==> src/rtl/lvds_align_ctrl_pkg.sv <==
// rtl/lvds_align_ctrl_pkg.sv - shared state encodings and default constants for lvds_align_ctrl
package lvds_align_ctrl_pkg;

  typedef enum logic [2:0] {
    ST_IDLE   = 3'd0,
    ST_WAIT   = 3'd1,
    ST_SETTLE = 3'd2,
    ST_DONE   = 3'd3,
    ST_FAIL   = 3'd4
  } state_e;

  localparam int DEF_TIMEOUT_CYCLES = 1024;
  localparam int DEF_SETTLE_CYCLES  = 8;
  localparam int DEF_MAX_RETRY      = 3;

endpackage

==> src/rtl/lvds_align_timer.sv <==
// rtl/lvds_align_timer.sv - clear/enable up-counter with terminal-count flag
module lvds_align_timer #(
  parameter int WIDTH    = 4,
  parameter int TERMINAL = 15
) (
  input  logic clk,
  input  logic rst,
  input  logic clr,
  input  logic en,
  output logic tc
);

  logic [WIDTH-1:0] count_q, count_d;

  always_comb begin
    count_d = count_q;
    if (clr) begin
      count_d = '0;
    end else if (en) begin
      count_d = count_q + WIDTH'(1);
    end
  end

  always_ff @(posedge clk or posedge rst) begin
    if (rst) begin
      count_q <= '0;
    end else begin
      count_q <= count_d;
    end
  end

  assign tc = (count_q == WIDTH'(TERMINAL));

endmodule

==> src/rtl/lvds_align_ctrl.sv <==
// rtl/lvds_align_ctrl.sv - LVDS aligner training sequencer; LVDS_ALIGN_RELOCK_EN enables retraining on lock loss
module lvds_align_ctrl
  import lvds_align_ctrl_pkg::*;
#(
  parameter int NUM_LANES      = 4,
  parameter int TIMEOUT_CYCLES = DEF_TIMEOUT_CYCLES,
  parameter int MAX_RETRY      = DEF_MAX_RETRY,
  parameter int SETTLE_CYCLES  = DEF_SETTLE_CYCLES
) (
  input  logic                           clk,
  input  logic                           rst,
  input  logic                           train_req,
  input  logic [NUM_LANES-1:0]           lane_lock,
  output logic [NUM_LANES-1:0]           lane_start,
  output logic                           busy,
  output logic                           train_done,
  output logic                           train_fail,
  output logic [NUM_LANES-1:0]           fail_mask,
  output logic [$clog2(MAX_RETRY+1)-1:0] retry_cnt,
  output logic                           lock_lost
);

  localparam int TW = $clog2(TIMEOUT_CYCLES);
  localparam int SW = $clog2(SETTLE_CYCLES + 1);
  localparam int RW = $clog2(MAX_RETRY + 1);
  localparam logic [NUM_LANES-1:0] ALL_ONES = {NUM_LANES{1'b1}};

  state_e               state_q, state_d;
  logic [NUM_LANES-1:0] lane_start_q, lane_start_d;
  logic                 busy_q, busy_d;
  logic                 train_done_q, train_done_d;
  logic                 train_fail_q, train_fail_d;
  logic [NUM_LANES-1:0] fail_mask_q, fail_mask_d;
  logic [RW-1:0]        retry_cnt_q, retry_cnt_d;
  logic                 lock_lost_q, lock_lost_d;
  logic                 wait_tc, settle_tc;

  // Each timer is held cleared outside its own state, so it reads zero on entry.
  lvds_align_timer #(.WIDTH(TW), .TERMINAL(TIMEOUT_CYCLES - 1)) u_wait_timer (
    .clk (clk),
    .rst (rst),
    .clr (state_q != ST_WAIT),
    .en  (state_q == ST_WAIT),
    .tc  (wait_tc)
  );

  lvds_align_timer #(.WIDTH(SW), .TERMINAL(SETTLE_CYCLES - 1)) u_settle_timer (
    .clk (clk),
    .rst (rst),
    .clr (state_q != ST_SETTLE),
    .en  (state_q == ST_SETTLE),
    .tc  (settle_tc)
  );

  always_comb begin
    state_d      = state_q;
    lane_start_d = lane_start_q;
    busy_d       = busy_q;
    train_done_d = train_done_q;
    train_fail_d = train_fail_q;
    fail_mask_d  = fail_mask_q;
    retry_cnt_d  = retry_cnt_q;
    lock_lost_d  = lock_lost_q;

    if (state_q != ST_IDLE && !train_req) begin
      // retry_cnt is left visible for the link controller after an abort.
      state_d      = ST_IDLE;
      lane_start_d = '0;
      busy_d       = 1'b0;
      train_done_d = 1'b0;
      train_fail_d = 1'b0;
      fail_mask_d  = '0;
      lock_lost_d  = 1'b0;
    end else begin
      case (state_q)
        ST_IDLE: begin
          if (train_req) begin
            state_d      = ST_WAIT;
            lane_start_d = ALL_ONES;
            retry_cnt_d  = '0;
            busy_d       = 1'b1;
          end
        end
        ST_WAIT: begin
          if (&lane_lock) begin
            state_d      = ST_DONE;
            train_done_d = 1'b1;
            busy_d       = 1'b0;
            lane_start_d = ALL_ONES;
          end else if (wait_tc) begin
            if (retry_cnt_q == RW'(MAX_RETRY)) begin
              state_d      = ST_FAIL;
              train_fail_d = 1'b1;
              fail_mask_d  = ~lane_lock;
              lane_start_d = '0;
              busy_d       = 1'b0;
            end else begin
              state_d      = ST_SETTLE;
              lane_start_d = lane_start_q & lane_lock;
              retry_cnt_d  = retry_cnt_q + RW'(1);
            end
          end
        end
        ST_SETTLE: begin
          if (settle_tc) begin
            state_d      = ST_WAIT;
            lane_start_d = ALL_ONES;
          end
        end
        ST_DONE: begin
          if (!(&lane_lock)) begin
            lock_lost_d = 1'b1;
`ifdef LVDS_ALIGN_RELOCK_EN
            state_d      = ST_SETTLE;
            train_done_d = 1'b0;
            busy_d       = 1'b1;
            lane_start_d = lane_start_q & lane_lock;
            retry_cnt_d  = '0;
`endif
          end
        end
        ST_FAIL: begin
        end
        default: begin
          state_d = ST_IDLE;
        end
      endcase
    end
  end

  always_ff @(posedge clk or posedge rst) begin
    if (rst) begin
      state_q      <= ST_IDLE;
      lane_start_q <= '0;
      busy_q       <= 1'b0;
      train_done_q <= 1'b0;
      train_fail_q <= 1'b0;
      fail_mask_q  <= '0;
      retry_cnt_q  <= '0;
      lock_lost_q  <= 1'b0;
    end else begin
      state_q      <= state_d;
      lane_start_q <= lane_start_d;
      busy_q       <= busy_d;
      train_done_q <= train_done_d;
      train_fail_q <= train_fail_d;
      fail_mask_q  <= fail_mask_d;
      retry_cnt_q  <= retry_cnt_d;
      lock_lost_q  <= lock_lost_d;
    end
  end

  assign lane_start = lane_start_q;
  assign busy       = busy_q;
  assign train_done = train_done_q;
  assign train_fail = train_fail_q;
  assign fail_mask  = fail_mask_q;
  assign retry_cnt  = retry_cnt_q;
  assign lock_lost  = lock_lost_q;

endmodule

==> config.mk <==
export PLATFORM = sky130hd
export DESIGN_NAME = lvds_align_ctrl
export DESIGN_NICKNAME = d
export VERILOG_FILES = /design/src/rtl/lvds_align_ctrl_pkg.sv /design/src/rtl/lvds_align_timer.sv /design/src/rtl/lvds_align_ctrl.sv
export SDC_FILE = /design/constraint.sdc
export NUM_CORES = 1
export LEC_CHECK = 0
export ABC_AREA = 1
export BUFFER_PORTS_ARGS = -buffer_cell sky130_fd_sc_hd__buf_4
export CELL_PAD_IN_SITES_DETAIL_PLACEMENT = 0
export CELL_PAD_IN_SITES_GLOBAL_PLACEMENT = 1
export CORE_AREA = 3 3 50 86
export DETAILED_ROUTE_END_ITERATION = 8
export DIE_AREA = 0 0 53 89
export PLACE_DENSITY = 0.77
export SLEW_MARGIN = 25
export SYNTH_ARGS = -nofsm -noshare
export SYNTH_HDL_FRONTEND = slang
export SYNTH_SLANG_ARGS = --single-unit
==> constraint.sdc <==
create_clock -name clk -period 4.85 [get_ports clk]
set_clock_uncertainty 0.2 [all_clocks]
set_input_delay 0.485 -clock clk [delete_from_list [all_inputs] [get_ports clk]]
set_output_delay 0.485 -clock clk [all_outputs]
set_load 0.02 [all_outputs]
# Yosys cells after proc, flatten, opt, wreduce, memory -nomap -nowiden

Cells that the tools add are included.

Input bits: 7
Register bits after elaboration: 31
Output and inout port bits: 14

Equality and inequality tests: 19
Add/sub/neg operators: 3
Mux-type cells: 45
Reductions and logical operators: 23
Bitwise logic cells: 3

Operators with widths:

| cell                                                                  | count |
|---|---|
| 4-bit 2-to-1 mux                                                      | 13 |
| 10-bit 2-to-1 mux                                                     | 2 |
| 4-bit AND reduction                                                   | 5 |
| 3-bit 2-to-1 mux                                                      | 6 |
| 1-bit 2-to-1 mux                                                      | 16 |
| 2-bit nonzero test                                                    | 8 |
| 3-bit one-hot mux with 4 select lines                                 | 1 |
| 4-bit one-hot mux with 3 select lines                                 | 1 |
| 10-bit by 1-bit adder with 10-bit output, second input constant       | 1 |
| 10-bit equality test, second input constant                           | 1 |
| 2-bit != test, second input constant                                  | 5 |
| 2-bit 2-to-1 mux                                                      | 4 |
| 4-bit != test, second input constant                                  | 2 |
| 3-bit by 2-bit equality test with 1-bit output, second input constant | 2 |
| 3-bit != test, second input constant                                  | 2 |
| 6-bit AND reduction                                                   | 1 |
| 3-bit nonzero test                                                    | 2 |
| 4-bit by 1-bit adder with 4-bit output, second input constant         | 1 |
| 4-bit bitwise AND                                                     | 1 |
| 4-bit by 3-bit equality test with 1-bit output, second input constant | 1 |
| 4-bit inverter                                                        | 1 |
| 2-bit one-hot mux with 2 select lines                                 | 1 |
| 2-bit AND reduction                                                   | 2 |
| 4-bit nonzero test                                                    | 1 |
| 13 further kinds                                                      | 13 |

# Logic depth before layout (Yosys ltp)

Gate-level depths: netlist of the first run.

Depth after elaboration: 6
Depth in mapped cells: 10
Gate-level depth less buffers: 10

# By module

A second synthesis of the first run with hierarchy kept.

Cells, all modules: 227
Area total of the unflattened synthesis: 1785.5 µm²

Modules (own cells, without submodules):

| module                            | cells each | instances | sequential area each (µm²) | area an instance (µm²) |
|---|---|---|---|---|
| lvds_align_ctrl                   | 127        | 1         | 425.4                      | 991.0 |
| lvds_align_timer (u_wait_timer)   | 74         | 1         | 250.2                      | 579.3 |
| lvds_align_timer (u_settle_timer) | 26         | 1         | 100.1                      | 215.2 |

# Worst setup path after synthesis of the first run

OpenSTA, ideal clock, no wires.

Kind: flip-flop to flip-flop
Start: reg retry_cnt_q[0] (netlist: retry_cnt[0])
End: reg busy_q (netlist: busy)
Arrival: 1.219 ns
Required time: 4.533 ns
Path slack: 3.314 ns
Cell stages (with the launch flop): 8
Buffers on the path: 0
Cells stage by stage: dfrtp_1 -> ha_1 -> inv_1 -> nand2_1 -> nor2_1 -> nor2_2 -> nand3_1 -> nand2_1

Word-level cells in the longest chain between the ends: 3

Ends and longest elaborated chain:

| what                                 | RTL line               | text |
|---|---|---|
| start, declared                      | lvds_align_ctrl.sv:34  | `logic [RW-1:0] retry_cnt_q, retry_cnt_d;` |
| start signal, assigned               | lvds_align_ctrl.sv:148 | `retry_cnt_q <= retry_cnt_d;` |
| 2-bit equality test                  | lvds_align_ctrl.sv:91  | `if (retry_cnt_q == RW'(MAX_RETRY)) begin` |
| 4-bit != test (no source line)       | -                      |  |
| 4-bit AND reduction (no source line) | -                      |  |
| end signal, assigned                 | lvds_align_ctrl.sv:144 | `busy_q <= busy_d;` |
| end, declared                        | lvds_align_ctrl.sv:30  | `logic busy_q, busy_d;` |

Every way passes these cells.
A chain may end at the register's enable or synchronous reset.

# Worst setup path after layout of the first run

Start: reg u_wait_timer.count_q[0]
End: reg fail_mask_q[1] (netlist: fail_mask[1])

Word-level cells in the longest chain between the ends: 3

Ends and longest elaborated chain:

| what                                 | RTL line               | text |
|---|---|---|
| start, declared                      | lvds_align_timer.sv:13 | `logic [WIDTH-1:0] count_q, count_d;` |
| start signal, assigned               | lvds_align_timer.sv:28 | `count_q <= count_d;` |
| 10-bit equality test                 | lvds_align_timer.sv:32 | `assign tc = (count_q == WIDTH'(TERMINAL));` |
| 2-bit nonzero test (no source line)  | -                      |  |
| 4-bit AND reduction (no source line) | -                      |  |
| end signal, assigned                 | lvds_align_ctrl.sv:147 | `fail_mask_q <= fail_mask_d;` |
| end, declared                        | lvds_align_ctrl.sv:33  | `logic [NUM_LANES-1:0] fail_mask_q, fail_mask_d;` |

Every way passes these cells.

==> metrics, run 1 <==
total die area 4720 um2; total wire length 3670 um; Post-Synth XOR/XNOR Area 0.536%; Sum Neg Setup Slack 0 ps; max-slew violations 0; DP Wirelength 2820 um; share of the synthesized area in the top cell type 47.5%; core area 3660 um2; status complete, no violations; Setup violations, final 0; Peak VDD IR 270 uV; CP delay by family, top simple AND/OR/NAND/NOR gates; Synth Area in Compound Gates 10.0%; ant diodes 0; TritonCTS Buffers 5; post-synthesis cell area 1630 um2; Post-synth top flop dfrtp_1; remaining antenna violation count 0; Register-to-Register Path Depth 8; clock sinks 31; largest net degree at the start of global routing 32; dpl cell area 1840 um2; WP depth 8; initial antenna violation count 0; drt wl/cell 13.5 um; number of flops mapped to enable cells by yosys 0; crit end category flop; largest family of logic cells by synthesized area simple AND/OR/NAND/NOR gates; unrepaired setup endpoints after global routing no; Simple-Gate Fraction of Synth Area 34.0%; Finished Cell Area 1920 um2; CP required 4820 ps; 1st-pass router iterations 4; maximum clock frequency 0.569 GHz; first-pass GRT wire length 6210 um; worst rel slew slack 73.6%; Avg Inst Size Synth 8.25 um2; flops & latches, synth 31; FF-to-FF Start u_wait_timer.count_q[0]; Critical Path Sink fail_mask[1]; ranking of synthesized cells by area dfrtp_1, nand2_1, inv_1; Die H 89 um; CP max stage delay 370 ps; area delta synth->final 17.9%; GP Congestion 0.836; synthesized instance count 198; critical path launch point type flop; most frequent cells after synthesis nand2_1, dfrtp_1, inv_1; clock buffer depth 2; Tightest Pin Transition 397 ps; DRC Markers 0; post-DR vias/cell 5.12; CTS clk-pin slew, worst paths 60 ps; tightest hold margin 90.3 ps; register area share after synthesis 47.5%; post-synthesis adder-cell area fraction 2.30%; Root Buffer clkbuf_8; Post-CTS Hold Buffers 0; Ports 21; crit share post-route 36.3%; Die Wd 53 um; Hold Violations, Final 0; number of core rows 29; fin crit period 1760 ps; GRT Resource Usage Total 18.2%; Post CTS Setup Buffer Count 0; reported leakage power 0.000973 uW; largest fanout on the critical path 6; post-cts gate resize count 0; register area 776 um2; most frequent cell after synthesis nand2_1; worst setup path startpoint u_wait_timer.count_q[0]; CTS H-Tree Depth 2; critical path class reg2reg; Post-Syn Nets 208; fillers 370; Total Nets Final 235; r2r setup slk 3090 ps; r2r endpoint fail_mask[1]; multiplexer area fraction after synthesis 0%; CTS tree yes; CP cell instances ha_1, nand2_1, nor2_4, nand3_2, inv_2, nand3_2, nand3_1, nand2_1; post-synthesis cell type count 26; cell taking the most area after synthesis dfrtp_1; share of cells above drive strength 1 20.4%; WP buf/inv 1; Crit-path slowest cell dfrtp_1; total of warnings raised by yosys 0; Initial Util 44.6%; Multi-input gate area 766 um2; HP Class in2async; Vias 1392; max-cap viol count 0; share of synthesized registers carrying an async set or reset 100%; Crit path arrival time 1720 ps; Port Buffers 20; clock latency on the worst-skew pair 280 ps; Starting DRT DRC Count 19; PD cells 504 nW/um2; total gr overflow 0; number of global-route vias before repair 1413
## state kept, by name, indices dropped and copies added (netlist names)
signal,count
retry_cnt,2
lane_start,4
busy,1
train_fail,1
fail_mask,4
state_q,3
train_done,1
u_settle_timer.count_q,4
u_wait_timer.count_q,10
lock_lost,1
## per-layer routing
layer | share of wire (%) | vias to the layer above | GRT usage [%]
li1 | - | 692 | -
met1 | 39 | 664 | 18.0
met2 | 55 | 29 | 34.3
met3 | 3.6 | 7 | 4.84
met4 | 2.2 | 0 | 7.67
met5 | 0 | - | 0
## worst min-delay path by stage
stage	to
after floorplan	u_settle_timer.count_q[0]
after global placement	u_wait_timer.count_q[0]
after detailed placement	u_settle_timer.count_q[0]
after CTS	lane_start[2]
after global routing	lane_start[2]
final	u_wait_timer.count_q[3]
## layout by cell type (no fill, tap or decap)
master / netlist / routed
a21oi_1: 12 / 12
a31oi_1: 1 / 1
buf_4: 0 / 21
clkbuf_1: 0 / 2
clkbuf_8: 0 / 5
clkinv_2: 0 / 1
dfrtp_1: 31 / 31
ha_1: 3 / 3
inv_1: 21 / 21
inv_2: 2 / 2
nand2_1: 54 / 54
nand2_2: 3 / 3
nand2_4: 1 / 1
nand3_1: 13 / 13
nand3_2: 3 / 3
nand3_4: 2 / 2
nand3b_1: 4 / 4
nor2_1: 16 / 16
nor2_2: 2 / 2
nor2_4: 4 / 4
nor3_1: 3 / 3
nor3_4: 1 / 1
nor3b_1: 1 / 1
o211a_1: 1 / 1
o21ai_0: 12 / 12
o21ai_1: 4 / 4
o21bai_1: 1 / 1
or2_2: 1 / 1
xnor2_1: 1 / 1
## final cells by class
class	instances	area share (%)
inverters	23	4.49
well taps	46	2.99
clock buffers	7	3.97
flip-flops and latches	31	40.3
multi-input cells	143	39.8
repair buffers	21	8.19
clock inverters	1	0.260
## report_power, final
group | total, uW | internal, uW | switching, uW
Combinational | 414 | 150 | 264
Clock | 191 | 100 | 90.8
Sequential | 364 | 313 | 51.8
## worst register-to-register path: stages, from the launching register on
cell	delay, ps
dfrtp_1	370
ha_1	200
nand2_1	100
nor2_4	160
nand3_2	180
inv_2	150
nand3_2	120
nand3_1	110
nand2_1	70
## cells by family (layout without fill, tap and decap cells)
| group | Yosys count | in the layout |
|---|---|---|
| fa+ha+maj | 3 | 3 |
| flops | 31 | 31 |
| compound gates | 31 | 31 |
| buf+inv | 24 | 52 |
| simple gates | 108 | 108 |
| xor+xnor | 1 | 1 |
## stage by stage
step	setup slack, ps	utilization, %	std cells	power, uW
after floorplan	3310	-	198	654
after global placement	3090	50.3	264	777
after detailed placement	3070	50.3	264	790
after CTS	3060	52.5	272	986
after global routing	2950	52.5	272	1050
final	3090	52.5	272	970
(Power assumes the default switching activity.)
==> run 2: changes to the inputs <==
--- a/config.mk
+++ b/config.mk
@@ -9,10 +9,10 @@
 export BUFFER_PORTS_ARGS = -buffer_cell sky130_fd_sc_hd__buf_4
 export CELL_PAD_IN_SITES_DETAIL_PLACEMENT = 0
 export CELL_PAD_IN_SITES_GLOBAL_PLACEMENT = 1
-export CORE_AREA = 3 3 50 86
+export CORE_AREA = 3 3 52 89
 export DETAILED_ROUTE_END_ITERATION = 8
-export DIE_AREA = 0 0 53 89
-export PLACE_DENSITY = 0.77
+export DIE_AREA = 0 0 55 92
+export PLACE_DENSITY = 0.72
 export SLEW_MARGIN = 25
 export SYNTH_ARGS = -nofsm -noshare
 export SYNTH_HDL_FRONTEND = slang
==> constraint.sdc (replaced) <==
create_clock -name clk -period 1.78 [get_ports clk]
set_clock_uncertainty 0.2 [all_clocks]
set_input_delay 0.178 -clock clk [delete_from_list [all_inputs] [get_ports clk]]
set_output_delay 0.178 -clock clk [all_outputs]
set_load 0.02 [all_outputs]
==> run 2 against run 1 <==
  * Critical path depth grew 1
  * Non-clock buffer count increased by 9
  * Largest cell class is now multi-input combinational cells
  * Sequential share of layout area fell by 1.8 points
==> metrics, run 2 (same netlist as run 1, synthesis figures left out) <==
total gr overflow 0 (unchanged); Port Buffers 20 (unchanged); worst setup path startpoint u_wait_timer.count_q[0]; DRC Markers 0 (unchanged); switching power 1100 uW (+170%); crit share post-route 93.9% (+58 points); commonest non-fill, non-tap cell in the layout nand2_1; combinational fraction of design power 44.3% (+1.6 points); total wire length 3730 um (+1.6%); CP max stage delay 370 ps (about the same); critical path class reg2reg; CTS tree yes; TritonCTS Buffers 5 (unchanged); number of core rows 30 (+3.4%); sequential power share 37.4% (-0.2 points); Vias 1408 (+1.1%); CTS H-Tree Depth 2 (unchanged); DP Wirelength 2880 um (+2.0%); HP Class in2reg; area delta synth->final 23.7%; Crit-path slowest cell dfrtp_1; metal3 WL 96 um (-27%); Top Metal Used met4; Peak VDD IR 699 uV (+160%); Initial Util 41.0% (-3.5 points); Min-Delay Startpoint train_req; sw frac 41.2% (-0.71 points); drt wl/cell 13.3 um (-1.7%); Die H 92 um (+3.4%); Hold Violations, Final 0 (unchanged); CTS clk-pin slew, worst paths 60 ps (about the same); first-pass GRT wire length 6090 um (-1.9%); reported leakage power 0.00101 uW (+4.0%); Tightest Pin Transition 392 ps (-4.55 ps); number of global-route vias before repair 1390 (-1.6%); Total Nets Final 244 (+3.8%); PD cells 1320 nW/um2 (+160%); fin crit period 1670 ps (-86.4 ps); CP required 1790 ps (-3030 ps); Setup violations, final 0 (unchanged); critical path launch point type flop; max-slew violations 0 (unchanged); post-DR vias/cell 5.01 (-2.1%); Die Wd 55 um (+3.8%); clock buffer depth 2 (unchanged); crit end category flop; clock sinks 31 (unchanged); post-layout util 50.8% (-1.8 points); GRT Resource Usage Total 16.6% (-1.6 points); Starting DRT DRC Count 25 (+6); most frequent cells in the layout nand2_1, dfrtp_1, buf_4; Sum Neg Setup Slack 0 ps (unchanged); maximum clock frequency 0.598 GHz (+5.2%); FF-to-FF Start u_wait_timer.count_q[0]; clock latency on the worst-skew pair 270 ps (about the same); Root Buffer clkbuf_8; WP buf/inv 0 (-1); status complete, no violations; Crit path arrival time 1680 ps (-40 ps); max-cap viol count 0 (unchanged); GP Congestion 0.769 (-8.0%); Top cell by count, worst path nand2_1; Internal Power 1570 uW (+180%); initial antenna violation count 0 (unchanged); max reg flops 10 (unchanged); wire length on met2 2040 um (+1.3%); worst rel slew slack 73.9% (+0.30 points); Largest Register u_wait_timer.count_q; largest fanout on the critical path 4 (-2); CP cell instances ha_1, nand2_1, nor2_4, nand3_4, nand3_4, nand2_1, nor2_1, nand2_1, nand2_1; remaining antenna violation count 0 (unchanged); largest net degree at the start of global routing 32 (unchanged); share of cells above drive strength 1 22.3% (+2.0 points); Clock power frac 18.3% (-1.4 points); ant diodes 0 (unchanged); CP delay by family, top simple AND/OR/NAND/NOR gates; Ports 21 (unchanged); Metal-1 WL 1480 um (+3.1%); 1st-pass router iterations 4 (unchanged); total die area 5060 um2 (+7.3%); core area 3980 um2 (+8.6%)
run 2: cell types whose count changed in the layout (fill, tap and decap cells not counted), sizes merged:
cell / before / now
buf: 21 / 25
clkbuf: 7 / 6
clkinv: 1 / 0
dlygate4sd3: 0 / 5
run 2: per-stage QoR:
| step | hold slack [ps] | power [uW] | cells | instance area (um2) | worst slack (ps) |
|---|---|---|---|---|---|
| 2_1_floorplan | 81.5 | 1780 | 198 | 1630 | 244 |
| 3_3_place_gp | 80.1 | 2150 | 268 | 1860 | 110 |
| 3_5_place_dp | 94.5 | 2180 | 268 | 1860 | 55.1 |
| 4_1_cts | 112 | 2690 | 279 | 1980 | 43.4 |
| 5_1_grt | 170 | 2900 | 281 | 2020 | -12.0 |
| 6_report | 115 | 2670 | 281 | 2020 | 108 |
run 2: worst paths after layout:
check                      slack, ps  cells past startpoint                   endpoint
max                              110                      9                 state_q[0]
max in group asynchronous        730                      4                 state_q[0]
min in group asynchronous        350                      4               fail_mask[3]
min                              110                      5                       busy
min reg2reg                      260                      1  u_settle_timer.count_q[0]
max reg2reg                      110                      9                 state_q[0]
run 2: layer usage:
layer	GRT usage [%]	vias to the layer above
li1	-	708
met2	28.6	25
met4	8.32	0
met1	17.6	666
met5	0	-
met3	4.07	9
run 2: worst min-delay path: stages:
cell	delay, ps
buf_4	120
nand2_1	70
nand2_1	70
nand3_1	60
nand2_1	60
run 2: area by class of cell:
class / count / area, um2
Tap cell: 48 / 60.1
Clock buffer: 6 / 72.6
Inverter: 23 / 88.8
Fill cell: 397 / 1960
Multi-Input combinational cell: 143 / 783
Sequential cell: 31 / 777
Timing Repair Buffer: 30 / 238
run 2: repair_timing:
| item | CTS | global route |
|---|---|---|
| setup endpoints to repair | 0 | 14 |
| gates resized for setup | 0 | 6 |
| endpoints found under the hold margin | 35 | 0 |
| hold buffers | 5 | 0 |
| setup buffers | 0 | 2 |
run 2: power by group through the flow:
stage                     logic [uW]  clock network (uW)  registers (uW)
after floorplan                  694                   0            1090
final                           1180                 487             998
after global routing            1330                 548            1020
after CTS                       1180                 509             998
after global placement          1150                   0             998
after detailed placement        1170                   0            1010
